### src/rtl/sync_debounce.sv
// ----------------------------------------------------------------------------
// sync_debounce
//   Multi-channel input conditioner for asynchronous level inputs.
//   Each bit passes through a STAGES-deep flop synchroniser. A per-channel
//   stability filter then updates out_filt only after the synchronised level
//   has differed from it for TH consecutive cycles. Each filter flip also
//   produces a registered one-cycle rise or fall pulse.
//
// Parameters
//   WIDTH          number of independent channels
//   STAGES         synchroniser depth (>= 2)
//   FILTER_CYCLES  cycles a new level must persist before out_filt follows
//   RST_VAL        reset value of every sync stage and of out_filt
//
// Ports
//   clk          system clock
//   rst_n        asynchronous active-low reset
//   in           asynchronous level inputs
//   filt_bypass  1: filter threshold forced to 1 (quasi-static, clk domain)
//   out_synced   last synchroniser stage
//   out_filt     debounced level
//   rise_pulse   one-cycle pulse on an out_filt 0->1 transition
//   fall_pulse   one-cycle pulse on an out_filt 1->0 transition
// ----------------------------------------------------------------------------
module sync_debounce #(
   parameter int unsigned      WIDTH         = 4,
   parameter int unsigned      STAGES        = 2,
   parameter int unsigned      FILTER_CYCLES = 4,
   parameter logic [WIDTH-1:0] RST_VAL       = '0
) (
   input  logic             clk,
   input  logic             rst_n,
   input  logic [WIDTH-1:0] in,
   input  logic             filt_bypass,
   output logic [WIDTH-1:0] out_synced,
   output logic [WIDTH-1:0] out_filt,
   output logic [WIDTH-1:0] rise_pulse,
   output logic [WIDTH-1:0] fall_pulse
);

   localparam int unsigned CW = $clog2(FILTER_CYCLES + 1);

   logic [WIDTH-1:0] sync_q [STAGES];
   logic [CW-1:0]    cnt_q  [WIDTH];
   logic [CW-1:0]    cnt_d  [WIDTH];
   logic [WIDTH-1:0] filt_q, filt_d;
   logic [WIDTH-1:0] rise_q, rise_d;
   logic [WIDTH-1:0] fall_q, fall_d;
   logic [WIDTH-1:0] flip;
   logic [CW-1:0]    th_m1;

   // Plain flop chain; nothing may sit between stages.
   always_ff @(posedge clk or negedge rst_n) begin
      if (!rst_n) begin
         for (int unsigned s = 0; s < STAGES; s++) begin
            sync_q[s] <= RST_VAL;
         end
      end else begin
         sync_q[0] <= in;
         for (int unsigned s = 1; s < STAGES; s++) begin
            sync_q[s] <= sync_q[s-1];
         end
      end
   end

   assign out_synced = sync_q[STAGES-1];

   assign th_m1 = filt_bypass ? '0 : CW'(FILTER_CYCLES - 1);

   // Flip on >= rather than == so that lowering the threshold mid-count
   // (bypass enabled) flips at once; the counter then never passes th_m1.
   always_comb begin
      flip   = '0;
      filt_d = filt_q;
      rise_d = '0;
      fall_d = '0;
      for (int unsigned i = 0; i < WIDTH; i++) begin
         cnt_d[i] = '0;
      end
      for (int unsigned i = 0; i < WIDTH; i++) begin
         if (out_synced[i] != filt_q[i]) begin
            if (cnt_q[i] >= th_m1) begin
               flip[i]   = 1'b1;
               filt_d[i] = out_synced[i];
               cnt_d[i]  = '0;
            end else begin
               cnt_d[i]  = cnt_q[i] + CW'(1);
            end
         end
         rise_d[i] = flip[i] &  out_synced[i];
         fall_d[i] = flip[i] & ~out_synced[i];
      end
   end

   always_ff @(posedge clk or negedge rst_n) begin
      if (!rst_n) begin
         filt_q <= RST_VAL;
         rise_q <= '0;
         fall_q <= '0;
         for (int unsigned i = 0; i < WIDTH; i++) begin
            cnt_q[i] <= '0;
         end
      end else begin
         filt_q <= filt_d;
         rise_q <= rise_d;
         fall_q <= fall_d;
         for (int unsigned i = 0; i < WIDTH; i++) begin
            cnt_q[i] <= cnt_d[i];
         end
      end
   end

   assign out_filt   = filt_q;
   assign rise_pulse = rise_q;
   assign fall_pulse = fall_q;

endmodule
### config.mk
export PLATFORM = sky130hd
export DESIGN_NAME = sync_debounce
export DESIGN_NICKNAME = d
export VERILOG_FILES = /design/src/rtl/sync_debounce.sv
export SDC_FILE = /design/constraint.sdc
export NUM_CORES = 1
export LEC_CHECK = 0
export ABC_AREA = 1
export BUFFER_PORTS_ARGS = -buffer_cell sky130_fd_sc_hd__buf_4
export CAP_MARGIN = 10
export CORE_MARGIN = 2
export CORE_UTILIZATION = 51
export CTS_BUF_LIST = sky130_fd_sc_hd__clkbuf_4 sky130_fd_sc_hd__clkbuf_8 sky130_fd_sc_hd__clkbuf_16
export CTS_CLUSTER_DIAMETER = 100
export CTS_CLUSTER_SIZE = 16
export DETAILED_ROUTE_END_ITERATION = 16
export HOLD_SLACK_MARGIN = 0.15
export PLACE_DENSITY_LB_ADDON = 0.1
export SLEW_MARGIN = 20
export SYNTH_ARGS = -nofsm -noshare
export SYNTH_HDL_FRONTEND = slang
export SYNTH_SLANG_ARGS = --single-unit
### constraint.sdc
create_clock -name clk -period 2.1 [get_ports clk]
set_clock_uncertainty 0.15 [all_clocks]
set_input_delay 0.21 -clock clk [delete_from_list [all_inputs] [get_ports clk]]
set_output_delay 0.21 -clock clk [all_outputs]
set_load 0.05 [all_outputs]
Word level (Yosys, flattened, before mapping). Index checks and enable logic that the tools add are counted.

Add/subtract/negate cells: 4. Order comparisons: 4. Eq/ne operators: 4. Muxes and demuxes: 17. Bitwise operators: 12. Reductions and logical operators: 4.

Operator list (count): 3-bit 2-to-1 mux (8); 3-bit by 1-bit adder with 3-bit output, second input constant (4); 3-bit by 2-bit greater-or-equal comparator with 1-bit output (4); 1-bit AND (8); 1-bit 2-to-1 mux (8); 2-bit AND reduction (4); 1-bit inequality test (4); 1-bit inverter (4); 2-bit 2-to-1 mux (1).

Bits in registers: 32. Logic and storage cells: 57.

Logic depth before layout (Yosys ltp). Gate-level depths: netlist of the first run.

Depth after elaboration: 5. Mapped depth: 8. Gate-level depth less buffers: 8.

Worst setup path before layout of the first run. Ideal clock, no wire load.

Path kind: register -> register. Start: register cnt_q[9] in the netlist's numbering. End: register filt_q[0], in the netlist out_filt[0]. Library setup time: 0.119 ns. Data arrival time: 0.954 ns. Setup slack: 0.878 ns. Cell stages (with the launch flop): 9. Path buffers: 0. Cell sequence: dfrtp_1 inv_1 ha_1 inv_1 nand2_2 nand2_2 nand2_4 nand2_1 nand2_1.

Word-level cells in the longest chain between the ends: 2.

RTL lines: start, declared (RTL line 44) `logic [CW-1:0] cnt_q [WIDTH];`; start signal, assigned by index (RTL line 108) `cnt_q[i] <= cnt_d[i];`; 3-bit by 2-bit greater-or-equal comparator with 1-bit output (RTL line 82) `if (cnt_q[i] >= th_m1) begin`; 2-bit AND reduction (no line); end signal, assigned (RTL line 104) `filt_q <= filt_d;`; end, declared (RTL line 46) `logic [WIDTH-1:0] filt_q, filt_d;`.

No other way between the ends. A chain may end at the register's enable or synchronous reset.

Worst setup path in the final report of the first run.
Start: register cnt_q[0] in the netlist's numbering. End: register filt_q[3], in the netlist out_filt[3].

The elaborated chain is that of the path after synthesis.

==> results.cfg, run 1 <==
[place]
place.gp.congestion = 0.748
dp_cells = 190
dpl.hpwl_mm = 1.47
pre_cts_slack_ns = 0.751
numPortBuffers = 22
postPlaceCellArea_mm2 = 0.00160

[timing]
rsz0062_at_grt = no
setup_viol = 0
tns_ns = 0
finalHoldViolCount = 0
fin_ws_ns = 0.781
slew_headroom_pct = 73.7
drv_slew = 0
min_period_over_period_pct = 62.8
min_period_ns = 1.32
worst_pin_slew_ns = 0.394
clock.fmax_mhz = 758
hold_slack_ns = 0.184

[layout]
area_growth_pct = 20.0
final_nets = 190
stdcell_count = 203
n_antenna_cell = 0
final_util_pct = 63.1
fin_area_mm2 = 0.00171
drive_gt1_share_pct = 31.4

[setup_path]
slowest_delay_ns = 0.40
path_max_fanout = 5
critPathLaunchType = register
crit_path_top_delay_cell = dfrtp_1
criticalPathCategory = reg2reg
crit_required_ns = 2.18
cp-end-kind = register
path_cells = inv_1 -> ha_1 -> inv_1 -> nand2_2 -> nand2_2 -> nand2_4 -> nand2_1 -> nand2_1
worst_ep_arrival_time_ns = 1.40

[clocking]
cts_buffers = 5
clk_latency_ns = 0.33
root_buffer = clkbuf_4
clockBufferDepth = 2
cts.sink_count = 32
clk_pin_slew_ns = 0.10
cts_tree = done
cts_resized = 0
h-tree-depth = 2

[logic_synthesis]
synth_top_area_share_pct = 56.2
synth-seq-cells = 32
yosys.cell_types.count = 11
synth_area_mm2 = 0.00143
yosys.area.top_type = dfrtp_1
syn-num-nets = 160
yosysWarnings = 0
synth_area_leaders = dfrtp_1 56%, ha_1 11%, nand2_1 7.4%
syn_area_per_cell_um2 = 10.1
synth_seq_area_share_pct = 56.2
synthCells = 141

[power]
switchingPower_mw = 0.996
ir_worst_vdd_v = 0.000865
power.internal_mw = 1.26
combPwrFrac_pct = 45.8
power.total_mw = 2.25
leakagePower_nw = 0.965
p_seq_share_pct = 37.8
p_per_area_mw_per_mm2 = 1320
clockPowerShare_pct = 16.3
p_sw_share_pct = 44.2

[flow_run]
max-cap-violations = 0

[floorplanning]
io-pin-count = 23
fp.dieH_um = 56.9
die_w_um = 56.9
rows = 19
die_area_mm2 = 0.00323
coreArea_mm2 = 0.00271
start_util_pct = 52.6

[routing]
viasPerCell = 4.59
drtIter0Drc = 17
dr.pass1.iters = 4
wl_mm = 2.06
via_count = 931
drc = 0
ant_nets = 0
wl_per_cell_um = 10.1

[global_route]
antenna_found_initial = 0
grtUsageTotal_pct = 16.1
grt_pass1_vias = 967
grt_pass1_wl_mm = 3.91
grt_max_degree = 33
grt.overflow.total = 0

[outcome]
status = completed

[worst_hold_path]
hp-class = in2async
power groups by stage:
| stage | Clock (mW) | Combinational, mW | Sequential, mW |
|---|---|---|---|
| after floorplan | 0 | 0.529 | 1.12 |
| after global placement | 0 | 1.01 | 0.861 |
| after detailed placement | 0 | 1.04 | 0.865 |
| after CTS | 0.389 | 1.05 | 0.853 |
| after global routing | 0.405 | 1.17 | 0.874 |
| final | 0.368 | 1.03 | 0.852 |
synthesized netlist by cell type:
master,n
nand2_2,12
nand2_1,28
nor2_1,20
dfrtp_1,32
inv_2,4
nand2_4,4
nor2_4,4
nand3_1,4
ha_1,12
inv_1,17
buf_4,4
sequential cells by signal (all words and copies together) (netlist names):
name,count
sync_q,4
out_synced,4
rise_pulse,4
out_filt,4
fall_pulse,4
cnt_q,12
layer usage:
metal	wire length [um]	vias up	track usage [%]
li1	-	478	-
met1	927	430	19.5
met2	993	16	25.2
met3	76	7	4.84
met4	60	0	9.97
met5	0	-	0
area by class of cell:
| class | count | area (um2) |
|---|---|---|
| Tap cell | 31 | 38.8 |
| Clock inverter | 2 | 10.0 |
| Clock buffer | 6 | 51.3 |
| Sequential cell | 32 | 801 |
| Fill cell | 221 | 1000 |
| Timing Repair Buffer | 27 | 215 |
| Multi-Input combinational cell | 84 | 515 |
| Inverter | 21 | 78.8 |
what timing repair did:
action | in CTS | in global routing
hold buffers | 5 | 0
buffers inserted | 0 | 0
hold endpoints to repair | 36 | 0
cell families after synthesis:
family	synth area share (%)
simple gates	25.6
fa+ha+maj	10.5
flops	56.2
buf+inv	7.64
cells in the final DEF (no fill, tap or decap):
master         instances
buf_4                 22
nand2_4                4
inv_2                  4
dfrtp_1               32
nor2_1                20
nand2_2               12
nor2_4                 4
clkbuf_8               1
nand2_1               28
nand3_1                4
clkbuf_4               5
inv_1                 17
dlygate4sd3_1          5
clkinv_2               2
ha_1                  12
worst max-delay path: cells and delay by family (launching register included):
family,cells,cell delay [ns]
adder cells (fa/ha/maj),1,0.23
buffers and inverters,2,0.15
flip-flops,1,0.40
AND/OR/NAND/NOR,5,0.29
final timing paths:
check,from,end,slack [ns],cells after the start
min in group clk,sync_q[6],out_synced[2],0.20,0
worst max-delay path,cnt_q[0],out_filt[3],0.78,8
worst max register to register,cnt_q[0],out_filt[3],0.78,8
max in group asynchronous,rst_n,sync_q[4],1.32,2
worst min register to register,sync_q[6],out_synced[2],0.20,0
worst min-delay path,rst_n,cnt_q[5],0.18,2
No activity file was read; power rests on OpenSTA's default activity.
==> run 2: changes to the inputs <==
--- a/config.mk
+++ b/config.mk
@@ -9,7 +9,7 @@
 export BUFFER_PORTS_ARGS = -buffer_cell sky130_fd_sc_hd__buf_4
 export CAP_MARGIN = 10
 export CORE_MARGIN = 2
-export CORE_UTILIZATION = 51
+export CORE_UTILIZATION = 49
 export CTS_BUF_LIST = sky130_fd_sc_hd__clkbuf_4 sky130_fd_sc_hd__clkbuf_8 sky130_fd_sc_hd__clkbuf_16
 export CTS_CLUSTER_DIAMETER = 100
 export CTS_CLUSTER_SIZE = 16
==> constraint.sdc (replaced) <==
create_clock -name clk -period 1.1 [get_ports clk]
set_clock_uncertainty 0.15 [all_clocks]
set_input_delay 0.11 -clock clk [delete_from_list [all_inputs] [get_ports clk]]
set_output_delay 0.11 -clock clk [all_outputs]
set_load 0.05 [all_outputs]
==> run 2 against run 1 <==
  * The flow now finishes with violations (negative setup slack)
  * Power increased by 130%
  * Via count increased by 11%
  * Largest power group unchanged
  * First-iteration DRC count decreased by 41%
  * Sequential share of layout area decreased by 7.6 points
  * Routed wire length increased by 19%
  * Die area increased by 3.8%
  * Combinational power increased to 2.8 times the previous value
  * Cell area increased by 20%
  * Sequential power increased by 94%
  * Highest routed layer unchanged
  * Worst setup slack got worse by 0.98 ns
==> results.cfg, run 2 (synthesis results as in run 1) <==
[outcome]
status = complete, but fails checks
failed_checks = negative setup slack

[setup_path]
r2r-end = rise_pulse[1]
criticalPathCategory = reg2reg
r2r-start = cnt_q[6]
r2r_cells = 8
critPathLaunchType = register
cp-end-kind = register
path_max_fanout = 5
regToRegSetupSlack_ns = -0.19
crit_required_ns = 1.18
worst_ep_arrival_time_ns = 1.37

[layout]
drive_gt1_share_pct = 56.2
regMostFlops = cnt_q
area_growth_pct = 44.3
n_antenna_cell = 0
final_nets = 213
final_util_pct = 74.6
layout_commonest_cell = buf_4
layout_common_cells = 29 x buf_4, 28 x dfrtp_1, 23 x nand2_1, 17 x nand2_2, 16 x buf_6
largest_reg_flops = 12
stdcell_count = 225
fin_area_mm2 = 0.00206

[floorplanning]
die_w_um = 57.9
fp.dieH_um = 57.9
coreArea_mm2 = 0.00276
io-pin-count = 23
die_area_mm2 = 0.00336
rows = 19
start_util_pct = 51.7

[clocking]
cts.sink_count = 32
h-tree-depth = 2
ctsHoldBuffers = 5
root_buffer = clkbuf_4
clk_latency_ns = 0.33
clockBufferDepth = 2
cts_tree = done
cts_buffers = 5
clk_pin_slew_ns = 0.10

[global_route]
grt_max_degree = 33
antenna_found_initial = 0
grtUsageTotal_pct = 17.4
grt.overflow.total = 0
grt_pass1_wl_mm = 4.22
grt_pass1_vias = 1114

[routing]
viasPerCell = 4.60
drtIter0Drc = 10
ant_nets = 0
dr.pass1.iters = 3
wl_per_cell_um = 10.9
via_count = 1035
drc = 0
wl_mm = 2.45

[timing]
rsz0062_at_grt = yes
min_period_over_period_pct = 118
tns_ns = -4.44
drv_slew = 0
hold_slack_ns = 0.0831
min_period_ns = 1.29
worst_pin_slew_ns = 0.392
setup_viol = 40
fin_ws_ns = -0.195
clock.fmax_mhz = 772
slew_headroom_pct = 73.9
finalHoldViolCount = 0

[power]
power.total_mw = 5.15
ir_worst_vdd_v = 0.00239
p_per_area_mw_per_mm2 = 2510
leakagePower_nw = 1.07

[place]
postPlaceCellArea_mm2 = 0.00166
dpl.hpwl_mm = 1.54
place.gp.congestion = 0.746
dp_cells = 198
numPortBuffers = 22
pre_cts_slack_ns = -0.197

[flow_run]
max-cap-violations = 0

[worst_hold_path]
hp-class = in2async
-- run 2: repair_timing --
item	in CTS	in global routing
setup buffers	13	2
resized for setup	23	24
pin swaps	4	14
endpoints found under the setup margin	40	40
endpoints found under the hold margin	36	32
cloned	0	0
-- run 2: routing by layer --
metal	share of wire [%]	track usage, %	routed length [um]	vias up
met5	0	0	0	-
li1	-	-	-	523
met2	52	31.2	1280	18
met1	41	17.5	1010	486
met4	2.9	12.0	70	0
met3	3.8	4.69	93	8
-- run 2: worst max path at each step --
stage / startpoint / cells after the start / slack [ns] / end
after floorplan: cnt_q[9] / 8 / -0.12 / out_filt[0]
after global placement: cnt_q[6] / 8 / -0.17 / out_filt[1]
after detailed placement: cnt_q[0] / 8 / -0.20 / out_filt[3]
after CTS: cnt_q[9] / 8 / -0.21 / out_filt[0]
after global routing: cnt_q[9] / 8 / -0.27 / rise_pulse[0]
final: cnt_q[6] / 8 / -0.19 / rise_pulse[1]
-- run 2: final cells by class --
| class | count | area (um2) |
|---|---|---|
| well taps | 31 | 38.8 |
| inverters | 21 | 81.3 |
| repair buffers | 50 | 448 |
| clock buffers | 6 | 45.0 |
| clock inverters | 1 | 5.00 |
| flip-flops and latches | 32 | 806 |
| fillers | 196 | 701 |
| multi-input cells | 84 | 633 |
-- run 2: power by group --
| group | switching (mW) | internal, mW |
|---|---|---|
| sequential | 0.182 | 1.47 |
| combinational | 1.64 | 1.23 |
| clock | 0.373 | 0.260 |
| total | 2.19 | 2.96 |
-- run 2: worst max-delay path, stage by stage (launching register included) --
cell	delay, ns
dfrtp_1	0.40
inv_2	0.09
ha_4	0.20
inv_2	0.05
nand2_2	0.04
nand2_2	0.08
nand2_4	0.08
inv_2	0.07
nor2_1	0.04
==> run 3: changes to the inputs <==
--- a/config.mk
+++ b/config.mk
@@ -10,11 +10,10 @@
 export CAP_MARGIN = 10
 export CORE_MARGIN = 2
 export CORE_UTILIZATION = 49
-export CTS_BUF_LIST = sky130_fd_sc_hd__clkbuf_4 sky130_fd_sc_hd__clkbuf_8 sky130_fd_sc_hd__clkbuf_16
-export CTS_CLUSTER_DIAMETER = 100
 export CTS_CLUSTER_SIZE = 16
 export DETAILED_ROUTE_END_ITERATION = 16
 export HOLD_SLACK_MARGIN = 0.15
+export MAX_ROUTING_LAYER = met4
 export PLACE_DENSITY_LB_ADDON = 0.1
 export SLEW_MARGIN = 20
 export SYNTH_ARGS = -nofsm -noshare
==> run 3 against run 2 <==
  * Critical path type unchanged
  * Register-to-register slack barely moved
  * Cell area rose by 0.30%
  * The flow still finishes with violations (negative setup slack)
  * Non-clock buffer count rose by 1
==> results.cfg, run 3 (synthesis results as in run 1) <==
[outcome]
status = complete, but fails checks
failed_checks = negative setup slack

[routing]
wl_mm = 2.44
drtIter0Drc = 9
dr.pass1.iters = 4
via_count = 1042
ant_nets = 0
drc = 0
viasPerCell = 4.61
wl_per_cell_um = 10.8

[flow_run]
max-cap-violations = 0

[power]
power.internal_mw = 2.97
p_per_area_mw_per_mm2 = 2510
leakagePower_nw = 1.07
power.total_mw = 5.18
combPwrFrac_pct = 56.3
switchingPower_mw = 2.21
p_sw_share_pct = 42.7
clockPowerShare_pct = 11.8
ir_worst_vdd_v = 0.00239
p_seq_share_pct = 31.9

[timing]
worst_pin_slew_ns = 0.392
slew_headroom_pct = 73.9
rsz0062_at_grt = yes
finalHoldViolCount = 0
clock.fmax_mhz = 776
hold_slack_ns = 0.0787
min_period_ns = 1.29
fin_ws_ns = -0.189
setup_viol = 40
drv_slew = 0
min_period_over_period_pct = 117

[global_route]
antenna_found_initial = 0
grtUsageTotal_pct = 17.9
grt_pass1_vias = 1106
grt_max_degree = 33
grt.overflow.total = 0
grt_pass1_wl_mm = 4.19

[setup_path]
crit_required_ns = 1.19
crit_path_top_delay_cell = dfrtp_1
cp_top_family = flip-flops
path_buf_inv = 3
path_cells = inv_2 -> ha_4 -> inv_2 -> nand2_2 -> nand2_2 -> nand2_4 -> inv_4 -> nor2_1
critPathLaunchType = register
worst_ep_arrival_time_ns = 1.38
criticalPathCategory = reg2reg
cp-end-kind = register
path_max_fanout = 5
slowest_delay_ns = 0.40

[floorplanning]
die_w_um = 57.9
coreArea_mm2 = 0.00276
io-pin-count = 23
start_util_pct = 51.7
die_area_mm2 = 0.00336
rows = 19
fp.dieH_um = 57.9

[clocking]
clk_latency_ns = 0.34
h-tree-depth = 2
cts_buffers = 5
ctsHoldBuffers = 5
clockBufferDepth = 2
clk_pin_slew_ns = 0.10
cts_tree = done
root_buffer = clkbuf_4
cts.sink_count = 32

[layout]
fin_area_mm2 = 0.00206
n_antenna_cell = 0
largest_reg_flops = 12
final_nets = 214
area_growth_pct = 44.8
n_fill_cell = 197
layout_common_cells = 30 x buf_4, 28 x dfrtp_1, 22 x nand2_1, 18 x nand2_2, 16 x buf_6
regMostFlops = cnt_q
layout_commonest_cell = buf_4
drive_gt1_share_pct = 56.4

[place]
place.gp.congestion = 0.755
postPlaceCellArea_mm2 = 0.00166
numPortBuffers = 22
dpl.hpwl_mm = 1.54

[worst_hold_path]
hp-class = in2async
==> run 3: changes by cell type in the layout (fill, tap and decap cells not counted), sizes merged <==
| cell | change |
|---|---|
| buf | +1 |
==> run 3: what timing repair did <==
item                                    CTS  global route
resized for setup                        23            25
endpoints found under the hold margin    36            32
gates cloned                              0             0
buffers inserted                         13             3
pin swaps                                 4            16
endpoints found under the setup margin   40            40
==> run 3: power by group through the flow <==
stage / registers [mW] / clock network (mW) / logic, mW
after floorplan: 2.15 / 0 / 1.02
after global placement: 1.65 / 0 / 2.08
after detailed placement: 1.67 / 0 / 2.12
after CTS: 1.64 / 0.640 / 2.61
after global routing: 1.68 / 0.676 / 3.23
final: 1.65 / 0.612 / 2.91
==> run 3: through the flow <==
stage	instances	worst slack, ns	utilization (%)	setup TNS, ns
after global placement	198	-0.166	60.3	-2.94
after global routing	226	-0.265	74.8	-6.69
after floorplan	141	-0.122	-	-2.02
after detailed placement	198	-0.197	60.3	-3.69
final	226	-0.189	74.8	-4.54
after CTS	223	-0.208	70.7	-4.88
==> run 3: metal layers <==
layer | vias to the layer above | wire, um | global-route usage [%]
li1 | 524 | - | -
met1 | 491 | 994 | 16.8
met2 | 19 | 1280 | 31.5
met3 | 8 | 91 | 4.69
met4 | 0 | 72 | 12.0
met5 | - | 0 | -
==> run 3: final timing paths <==
check                             from             to  slack, ns  cells past startpoint
max                           cnt_q[3]  fall_pulse[2]      -0.19                      8
min                              rst_n  rise_pulse[2]       0.08                      2
max reg2reg                   cnt_q[3]  fall_pulse[2]      -0.19                      8
min reg2reg                  sync_q[6]  out_synced[2]       0.20                      0
max in group asynchronous        rst_n    out_filt[3]       0.39                      2
min in group clk           filt_bypass    out_filt[2]       0.17                      6
==> run 3: area by class of cell <==
class	count	area, um2	area share, %
clock inverter	1	5.00	0.243
tap	31	38.8	1.88
sequential	32	806	39.1
clock buffer	6	41.3	2.00
timing repair buffer	51	455	22.1
multi-input combinational	84	636	30.8
inverter	21	81.3	3.94
==> run 3: worst reg2reg max path, stage by stage, from the launching register on <==
cell and delay (ns):
dfrtp_1 0.40, inv_2 0.08, ha_4 0.19, inv_2 0.05, nand2_2 0.04, nand2_2 0.09
nand2_4 0.09, inv_4 0.07, nor2_1 0.03
